File: config.mk
export PLATFORM = sky130hd
export DESIGN_NAME = jtag_debug_hub
export DESIGN_NICKNAME = d
export VERILOG_FILES = /design/src/rtl/jtag_debug_pkg.sv /design/src/rtl/bscan_sync.sv /design/src/rtl/jtag_debug_hub.sv
export SDC_FILE = /design/constraint.sdc
export NUM_CORES = 1
export LEC_CHECK = 0
export CAP_MARGIN = 20
export CORE_MARGIN = 2
export CORE_UTILIZATION = 49
export DETAILED_ROUTE_END_ITERATION = 16
export GPL_TIMING_DRIVEN = 0
export PLACE_DENSITY = 0.85
export REMOVE_ABC_BUFFERS = 1
export SYNTH_ARGS = -nofsm -noshare
export SYNTH_HDL_FRONTEND = slang
export SYNTH_SLANG_ARGS = --single-unit
export TNS_END_PERCENT = 5
File: constraint.sdc
create_clock -name clk -period 4.3 [get_ports clk]
set_clock_uncertainty 0.2 [all_clocks]
set_input_delay 0.86 -clock clk [delete_from_list [all_inputs] [get_ports clk]]
set_output_delay 0.86 -clock clk [all_outputs]
set_load 0.01 [all_outputs]
File: src/rtl/jtag_debug_pkg.sv
// Shared types and constants for the JTAG debug hub: FSM state encoding,
// hub identification magic and the DR frame-length helper.
package jtag_debug_pkg;

  typedef enum logic [1:0] {
    IDLE  = 2'd0,
    CAPT  = 2'd1,
    SHIFT = 2'd2
  } state_t;

  localparam logic [15:0] HUB_MAGIC = 16'hD6B1;

  // A DR frame is {data, wr, ch}, shifted LSB-first.
  function automatic int frame_w(input int ch_w, input int data_w);
    return data_w + 1 + ch_w;
  endfunction

endpackage

File: src/rtl/bscan_sync.sv
// Synchroniser bank for raw BSCAN signals: STAGES metastability flops, then one
// extra flop that provides a delayed level and a registered rising-edge pulse.
module bscan_sync #(
  parameter int WIDTH  = 7,
  parameter int STAGES = 2
) (
  input  logic             clk,
  input  logic             reset,
  input  logic [WIDTH-1:0] din,
  output logic [WIDTH-1:0] level,
  output logic [WIDTH-1:0] rise
);

  logic [WIDTH-1:0] stage [STAGES];

  // NOTE: sequential state uses non-blocking assignments so every flop samples
  // the pre-edge value of its neighbour; blocking here would collapse the chain.
  always_ff @(posedge clk) begin
    if (reset) begin
      for (int i = 0; i < STAGES; i++) stage[i] <= '0;
      level <= '0;
      rise  <= '0;
    end else begin
      stage[0] <= din;
      for (int i = 1; i < STAGES; i++) stage[i] <= stage[i-1];
      level <= stage[STAGES-1];
      rise  <= stage[STAGES-1] & ~level;
    end
  end

endmodule

File: src/rtl/jtag_debug_hub.sv
// JTAG debug hub: oversamples a BSCAN user chain, decodes {data, wr, ch} DR frames
// and routes writes/readback to NUM_CH channels. Optional ID channel: JTAG_DEBUG_HUB_ID_EN.
module jtag_debug_hub
  import jtag_debug_pkg::*;
#(
  parameter int NUM_CH      = 4,
  parameter int CH_W        = 2,
  parameter int DATA_W      = 32,
  parameter int SYNC_STAGES = 2
) (
  input  logic                     clk,
  input  logic                     reset,
  input  logic                     drck_in,
  input  logic                     tdi_in,
  input  logic                     shift_in,
  input  logic                     capture_in,
  input  logic                     update_in,
  input  logic                     sel_in,
  input  logic                     jtag_reset_in,
  output logic                     tdo_out,
  output logic [NUM_CH*DATA_W-1:0] ctrl_data,
  output logic [NUM_CH-1:0]        ctrl_wr,
  input  logic [NUM_CH*DATA_W-1:0] rd_data,
  output logic                     frame_err
);

  localparam int FRAME_W = frame_w(CH_W, DATA_W);
  localparam int CNT_W   = $clog2(FRAME_W + 1) + 1;
`ifdef JTAG_DEBUG_HUB_ID_EN
  localparam logic [31:0]     ID_WORD = {HUB_MAGIC, 8'(NUM_CH), 8'(DATA_W)};
  localparam logic [CH_W-1:0] ID_CH   = CH_W'(2**CH_W - 1);
`endif

  logic [6:0] lvl, rise;
  bscan_sync #(.WIDTH(7), .STAGES(SYNC_STAGES)) u_sync (
    .clk   (clk),
    .reset (reset),
    .din   ({jtag_reset_in, sel_in, update_in, capture_in, shift_in, tdi_in, drck_in}),
    .level (lvl),
    .rise  (rise)
  );

  logic jrst_s, sel_s, capture_s, shift_s, tdi_s;
  logic ev_upd, ev_cap, ev_shf;
  logic unused_sync;
  assign jrst_s      = lvl[6];
  assign sel_s       = lvl[5];
  assign capture_s   = lvl[3];
  assign shift_s     = lvl[2];
  assign tdi_s       = lvl[1];
  assign unused_sync = ^{rise[6:5], rise[3:1], lvl[4], lvl[0]};
  assign ev_upd      = rise[4] & sel_s;
  assign ev_cap      = rise[0] & capture_s & sel_s;
  assign ev_shf      = rise[0] & shift_s & sel_s;

  state_t state, state_nx;
  logic   do_load, do_shift, do_commit, do_empty;

  logic [FRAME_W-1:0] sr;
  logic [CNT_W-1:0]   bitcnt;
  logic [CH_W-1:0]    cur_ch;
  logic [DATA_W-1:0]  cap_word;
  logic [NUM_CH-1:0]  wr_hit;

  always_ff @(posedge clk) begin
    if (reset) state <= IDLE;
    else       state <= state_nx;
  end

  // NOTE: every always_comb output gets a default first so no path leaves it
  // unassigned, which would otherwise infer a latch.
  always_comb begin
    state_nx = state;
    if (jrst_s) begin
      state_nx = IDLE;
    end else begin
      unique case (state)
        IDLE:    if (ev_cap && !ev_upd) state_nx = CAPT;
        CAPT:    if (ev_upd) state_nx = IDLE;
                 else if (ev_shf && !ev_cap) state_nx = SHIFT;
        SHIFT:   if (ev_upd) state_nx = IDLE;
        default: state_nx = IDLE;
      endcase
    end
  end

  // Update outranks capture, which outranks shift, on a coincident edge.
  always_comb begin
    do_load   = 1'b0;
    do_shift  = 1'b0;
    do_commit = 1'b0;
    do_empty  = 1'b0;
    if (!jrst_s) begin
      unique case (state)
        IDLE:  do_load = ev_cap & ~ev_upd;
        CAPT: begin
          do_empty = ev_upd;
          do_load  = ev_cap & ~ev_upd;
          do_shift = ev_shf & ~ev_cap & ~ev_upd;
        end
        SHIFT: begin
          do_commit = ev_upd;
          do_shift  = ev_shf & ~ev_upd;
        end
        default: ;
      endcase
    end
  end

  // Reserved channels read back zero unless they are the ID channel.
  always_comb begin
    cap_word = '0;
    for (int k = 0; k < NUM_CH; k++)
      if (cur_ch == CH_W'(k)) cap_word = rd_data[k*DATA_W +: DATA_W];
`ifdef JTAG_DEBUG_HUB_ID_EN
    if (cur_ch == ID_CH) cap_word = DATA_W'(ID_WORD);
`endif
  end

  // Writes to reserved or ID indices never match a real channel and are dropped.
  always_comb begin
    wr_hit = '0;
    for (int k = 0; k < NUM_CH; k++)
      wr_hit[k] = sr[CH_W] && (sr[CH_W-1:0] == CH_W'(k));
  end

  always_ff @(posedge clk) begin
    if (reset) begin
      sr        <= '0;
      bitcnt    <= '0;
      cur_ch    <= '0;
      ctrl_data <= '0;
      ctrl_wr   <= '0;
      frame_err <= 1'b0;
    end else begin
      ctrl_wr   <= '0;
      frame_err <= 1'b0;
      if (jrst_s) begin
        sr     <= '0;
        bitcnt <= '0;
        cur_ch <= '0;
      end else if (do_commit) begin
        if (bitcnt != CNT_W'(FRAME_W)) begin
          frame_err <= 1'b1;
        end else begin
          cur_ch <= sr[CH_W-1:0];
          for (int k = 0; k < NUM_CH; k++) begin
            if (wr_hit[k]) ctrl_data[k*DATA_W +: DATA_W] <= sr[FRAME_W-1 -: DATA_W];
          end
          ctrl_wr <= wr_hit;
        end
      end else if (do_empty) begin
        frame_err <= 1'b1;
      end else if (do_load) begin
        sr     <= {cap_word, 1'b0, cur_ch};
        bitcnt <= '0;
      end else if (do_shift) begin
        sr <= {tdi_s, sr[FRAME_W-1:1]};
        if (bitcnt != '1) bitcnt <= bitcnt + CNT_W'(1);
      end
    end
  end

  assign tdo_out = sr[0];

endmodule

# Word-level counts from Yosys, hierarchy flattened
# Memories as Yosys holds them, arrays and structs flattened.
# Index checks and enable logic that the tools add are counted.
[totals]
register_bits = 191
latchBits = 0
ramBits = 14
rom_bits = 0
input_bits = 137
output_inout_bits = 134
elab_cells = 100
n_memories = 1
[op_classes]
addsub = 1
multipliers = 0
div_mod_pow = 0
n_lt_le_gt_ge = 0
n_eq_ne = 13
n_shift = 0
n_mux = 30
bitwise_logic = 19
n_reduce_logical = 24
[memory_table]
columns = ["name", "words", "word_bits", "read_ports", "rd_clocked_by_memory_dff", "wr", "line_no", "source"]
rows = [
  ["u_sync.stage", 2, 7, 2, 0, 2, "bscan_sync.sv:14", "logic [WIDTH-1:0] stage [STAGES];"],
]
[ops]
columns = ["operator", "n"]
rows = [
  ["32-bit 2-to-1 mux", 4],
  ["35-bit 2-to-1 mux", 2],
  ["7-bit 2-to-1 mux", 5],
  ["4-bit AND reduction", 5],
  ["1-bit 2-to-1 mux", 13],
  ["2-bit == test, second input constant", 5],
  ["1-bit AND", 9],
  ["2-bit 2-to-1 mux", 4],
  ["7-bit by 1-bit adder with 7-bit output, second input constant", 1],
  ["7-bit by 6-bit inequality test with 1-bit output, second input constant", 1],
  ["7-bit inequality test, second input constant", 1],
  ["2-bit by 1-bit == test with 1-bit output, second input constant", 3],
  ["1-bit logical AND", 6],
  ["2-bit logical NOT", 3],
  ["1-bit inverter", 6],
  ["2-bit case mux with 3 select lines", 1],
  ["3-bit AND reduction", 2],
  ["5-bit AND", 1],
  ["5-bit inverter", 1],
  ["2-bit inequality test, second input constant", 2],
  ["2-bit nonzero test", 2],
  ["2-bit OR reduction", 2],
  ["4-bit OR reduction", 1],
  ["3-bit inequality test, second input constant", 1],
  ["other kinds (4)", 6],
]

# Depth between registers and ports, before layout
[logic_depth]
word_depth = 9
ltp_mapped = 8

# Modules after synthesis
# A second synthesis with hierarchy kept.
[hier_totals]
hier_cells = 951
hier_area_um2 = 8271.7
[by_module_without_submodules]
columns = ["mod", "n_inst", "cells_per_inst", "area_each_um2", "seq_area_each_um2"]
rows = [
  ["jtag_debug_hub", 1, 892, 7464.7, 3583.4],
  ["bscan_sync", 1, 59, 807.0, 560.5],
]

# Worst setup path after synthesis
# Ideal clock, no wire load.
[synth_timing]
path_kind = "register to register"
from = "register bitcnt[0]"
to = "register ctrl_data[100]"
arrival_time_ps = 1997
slack_ps = 1971
path_stages_with_launch = 8
n_path_buf = 2
synth_period_minus_slack_ps = 2329
cell_sequence = "dfxtp_1 -> ha_1 -> or4b_1 -> or4_1 -> buf_2 -> buf_6 -> nand2_1 -> a21oi_1"
[synth_via]
elab_chain_len = 3
[synth_rtl]
columns = ["item", "line_no", "source"]
rows = [
  ["from (decl)", "jtag_debug_hub.sv:60", "logic [CNT_W-1:0] bitcnt;"],
  ["from (signal assigned)", "jtag_debug_hub.sv:159", "if (bitcnt != '1) bitcnt <= bitcnt + CNT_W'(1);"],
  ["7-bit by 6-bit inequality test with 1-bit output", "jtag_debug_hub.sv:143", "if (bitcnt != CNT_W'(FRAME_W)) begin"],
  ["1-bit inverter (no line)", "--", ""],
  ["4-bit AND reduction (no line)", "--", ""],
  ["to (signal, indexed assignment)", "jtag_debug_hub.sv:148", "if (wr_hit[k]) ctrl_data[k*DATA_W +: DATA_W] <= sr[FRAME_W-1 -: DATA_W];"],
  ["to (decl)", "jtag_debug_hub.sv:21", "output logic [NUM_CH*DATA_W-1:0] ctrl_data,"],
]
# Every way passes these cells.
# A chain may end at the register's enable or synchronous reset.

# Worst setup path in the final report
[layout_timing]
from = "register state[0]"
to = "register bitcnt[5]"
[layout_via]
elab_chain_len = 6
[layout_rtl]
columns = ["item", "line_no", "source"]
rows = [
  ["from (decl)", "jtag_debug_hub.sv:56", "state_t state, state_nx;"],
  ["from (signal assigned)", "jtag_debug_hub.sv:67", "else state <= state_nx;"],
  ["2-bit by 1-bit == test with 1-bit output or 2-bit logical NOT (tied branches)", "jtag_debug_hub.sv:94", "unique case (state)"],
  ["2-bit OR reduction (no line)", "--", ""],
  ["1-bit 2-to-1 mux", "--", ""],
  ["1-bit 2-to-1 mux", "jtag_debug_hub.sv:93", "if (!jrst_s) begin"],
  ["2-bit nonzero test (no line)", "--", ""],
  ["4-bit AND reduction (no line)", "--", ""],
]
# Several ways; a longest one is shown, not always the timed one.

==> summary.md <==
| Metric | Value |
|---|---|
| Max FO, Critical Path | 23 |
| Crit Path Class | reg2reg |
| FF-to-FF path depth | 7 |
| Leakage | 0.004045 uW |
| WL final | 26.68 mm |
| Async SR Flop Fraction | 0% |
| Post-DR wirelength/cell | 18.93 um |
| Worst EP arrival | 3230 ps |
| Commonest non-fill, non-tap cell in the layout | nand2_1 |
| Rel. slew slack | 31.30% |
| Post-synthesis sequential area ratio | 49.55% |
| Final Wtd Congestion | 0.8109 |
| Syn avg cell area | 8.627 um2 |
| Slew at the pin closest to its max-slew limit | 1028 ps |
| Grt ovf | 0 |
| Hold Path Stages | 1 |
| Initial drt markers | 598 |
| Core box area | 0.01641 mm2 |
| Ranking of synthesized cells by area | dfxtp_1 (50%), nand2_1 (14%), a21oi_1 (10%) |
| Diode count | 0 |
| Cell taking the most area after synthesis | dfxtp_1 |
| Worst skew pair latency | 490 ps |
| Final setup fails | 0 |
| Hold buffer count at CTS | 0 |
| Synth unique cells | 42 |
| Resize count post-CTS | 0 |
| CTS tree | yes |
| Critical Path End Type | register |
| I/O pin cnt | 271 |
| Vias in the first global route | 7624 |
| VDD IR max | 376.7 uV |
| Non-filler cells, final | 1409 |
| Final period util | 70.10% |
| TritonCTS buffer count | 21 |
| Post-synth EDFFs | 0 |
| HP Class | reg2reg |
| Most frequent cells in the layout | nand2_1 (303), clkdlybuf4s50_1 (269), dfxtp_1 (200) |
| Starting Density | 49.74% |
| Post-CTS setup buffers | 0 |
| # DRC | 0 |
| Number of H-tree levels | 1 |
| Status | finished clean |
| Final core utilization | 72.22% |
| FP Rows | 47 |
| Die Wd | 133.1 um |
| Post-Synthesis Cells | 946 |
| Hold Vio Cnt, Final | 0 |
| Top FF cell, synth | dfxtp_1 |
| Full die area | 0.01771 mm2 |
| Detailed-route via count | 7902 |
| WP data required | 4510 ps |
| Initial antenna violation count | 0 |
| Global-route wire length before repair | 40.84 mm |
| GRT Util Overall | 29.07% |
| DP Worst Slack | 1352 ps |
| Unrepaired setup endpoints after global routing | false |
| Cells after DPL | 1372 |
| Worst Setup Start Kind | register |
| Synthesized cell area | 0.008162 mm2 |
| Final Max Slew Viols | 0 |
| Setup TNS Final | 0 ps |
| Clock-pin slew on the worst setup and hold paths | 60 ps |
| Drt first pass iters | 5 |
| CTS Root Cell | clkbuf_16 |
| Die Y | 133.1 um |
| Max cap viols | 0 |
| Clk sinks | 202 |
| Post-DP HPWL | 17.76 mm |
| Top-area cell type share of the netlist area | 49.55% |
| Flops & latches, synth | 202 |
| Min cycle time layout | 3014 ps |
| Power per cell area | 337.2 mW/mm2 |
| Final nets | 1317 |
| Final Hold Slack | 174.2 ps |
| IO Port Bufs | 270 |
| Yosys warns | 0 |
| Final worst slack | 1286 ps |
| CTS max path bufs | 3 |
| Antenna Nets Post-Route | 0 |
| Share of post-route cells with drive strength above 1 | 7.906% |
| Via/cell ratio | 5.608 |
| Layout area overhead | 45.18% |
| Max frequency | 0.3318 GHz |
| Largest net degree at the start of global routing | 84 |
[sequential cells by signal, indices dropped and copies added (netlist names)]
name	flops
u_sync.stage	14
bitcnt	7
ctrl_wr	4
cur_ch	2
u_sync.level	7
u_sync.rise	2
state	2
ctrl_data	128
sr	35
frame_err	1
[Yosys cell counts (all sizes together) (11+ instances only)]
cell	instances
a21oi	167
buf	11
clkbuf	67
dfxtp	202
mux4	32
nand2	303
nor2	13
nor2b	23
o21ai	34
o31ai	33
[cell type report]
cell class              instances  area [um2]
fillers                      1177        4558
flip-flops and latches        202        4046
multi-input cells             663        3810
repair buffers                284        2974
clock buffers                  31       623.1
well taps                     220       275.3
clock inverters                 6       108.9
inverters                       3       11.26
[cells by family (layout without fill, tap and decap cells)]
family                   after synthesis  count (layout)  synth area share [%]
AO/OA/AOI/OAI                        244             244                 16.33
adder cells (fa/ha/maj)                5               5                0.7665
buffers and inverters                 81             324                 4.108
flip-flops                           202             202                 49.55
multiplexers                          36              36                 9.321
AND/OR/NAND/NOR                      378             378                 19.93
[power breakdown]
part | leakage [uW] | total, uW | internal (uW) | switching (uW)
Sequential | 0.00163 | 1880 | 1880 | 2.69
Combinational | 0.00205 | 200 | 137 | 63.2
Clock | 0.000361 | 1910 | 1180 | 731
Total | 0.00404 | 4000 | 3200 | 797
[path summary, 6_finish.rpt]
path                                             endpoint                        from  slack [ps]
worst max-delay path               bitcnt[5]$_SDFFE_PP0P_       state[0]$_SDFFE_PP0P_        1290
worst min register to register  u_sync.rise[0]$_SDFF_PP0_  u_sync.level[0]$_SDFF_PP0_         170
worst max register to register     bitcnt[5]$_SDFFE_PP0P_       state[0]$_SDFFE_PP0P_        1290
worst min-delay path            u_sync.rise[0]$_SDFF_PP0_  u_sync.level[0]$_SDFF_PP0_         170
[critical path: stages, from the launching register on]
cell      delay (ps)
dfxtp_1          330
inv_1            110
ha_1             260
nand2b_1         150
nand4_1          770
buf_8            470
or4_1            510
a21oi_1          150
[through the flow]
stage | total power (uW) | instance area (um2)
after floorplan | 1961 | 7838
after global placement | 2116 | 10820
after detailed placement | 2123 | 11120
after CTS | 4019 | 11850
after global routing | 4105 | 11850
final | 3996 | 11850
[routing by layer]
metal | GRT usage, % | up-vias | routed length [um]
met1 | 33.90 | 3742 | 10160
met3 | 5.977 | 72 | 2178
li1 | - | 3713 | -
met5 | 0 | - | 0
met2 | 52.59 | 375 | 13500
met4 | 10.75 | 0 | 836
No activity file was read; power rests on OpenSTA's default activity.
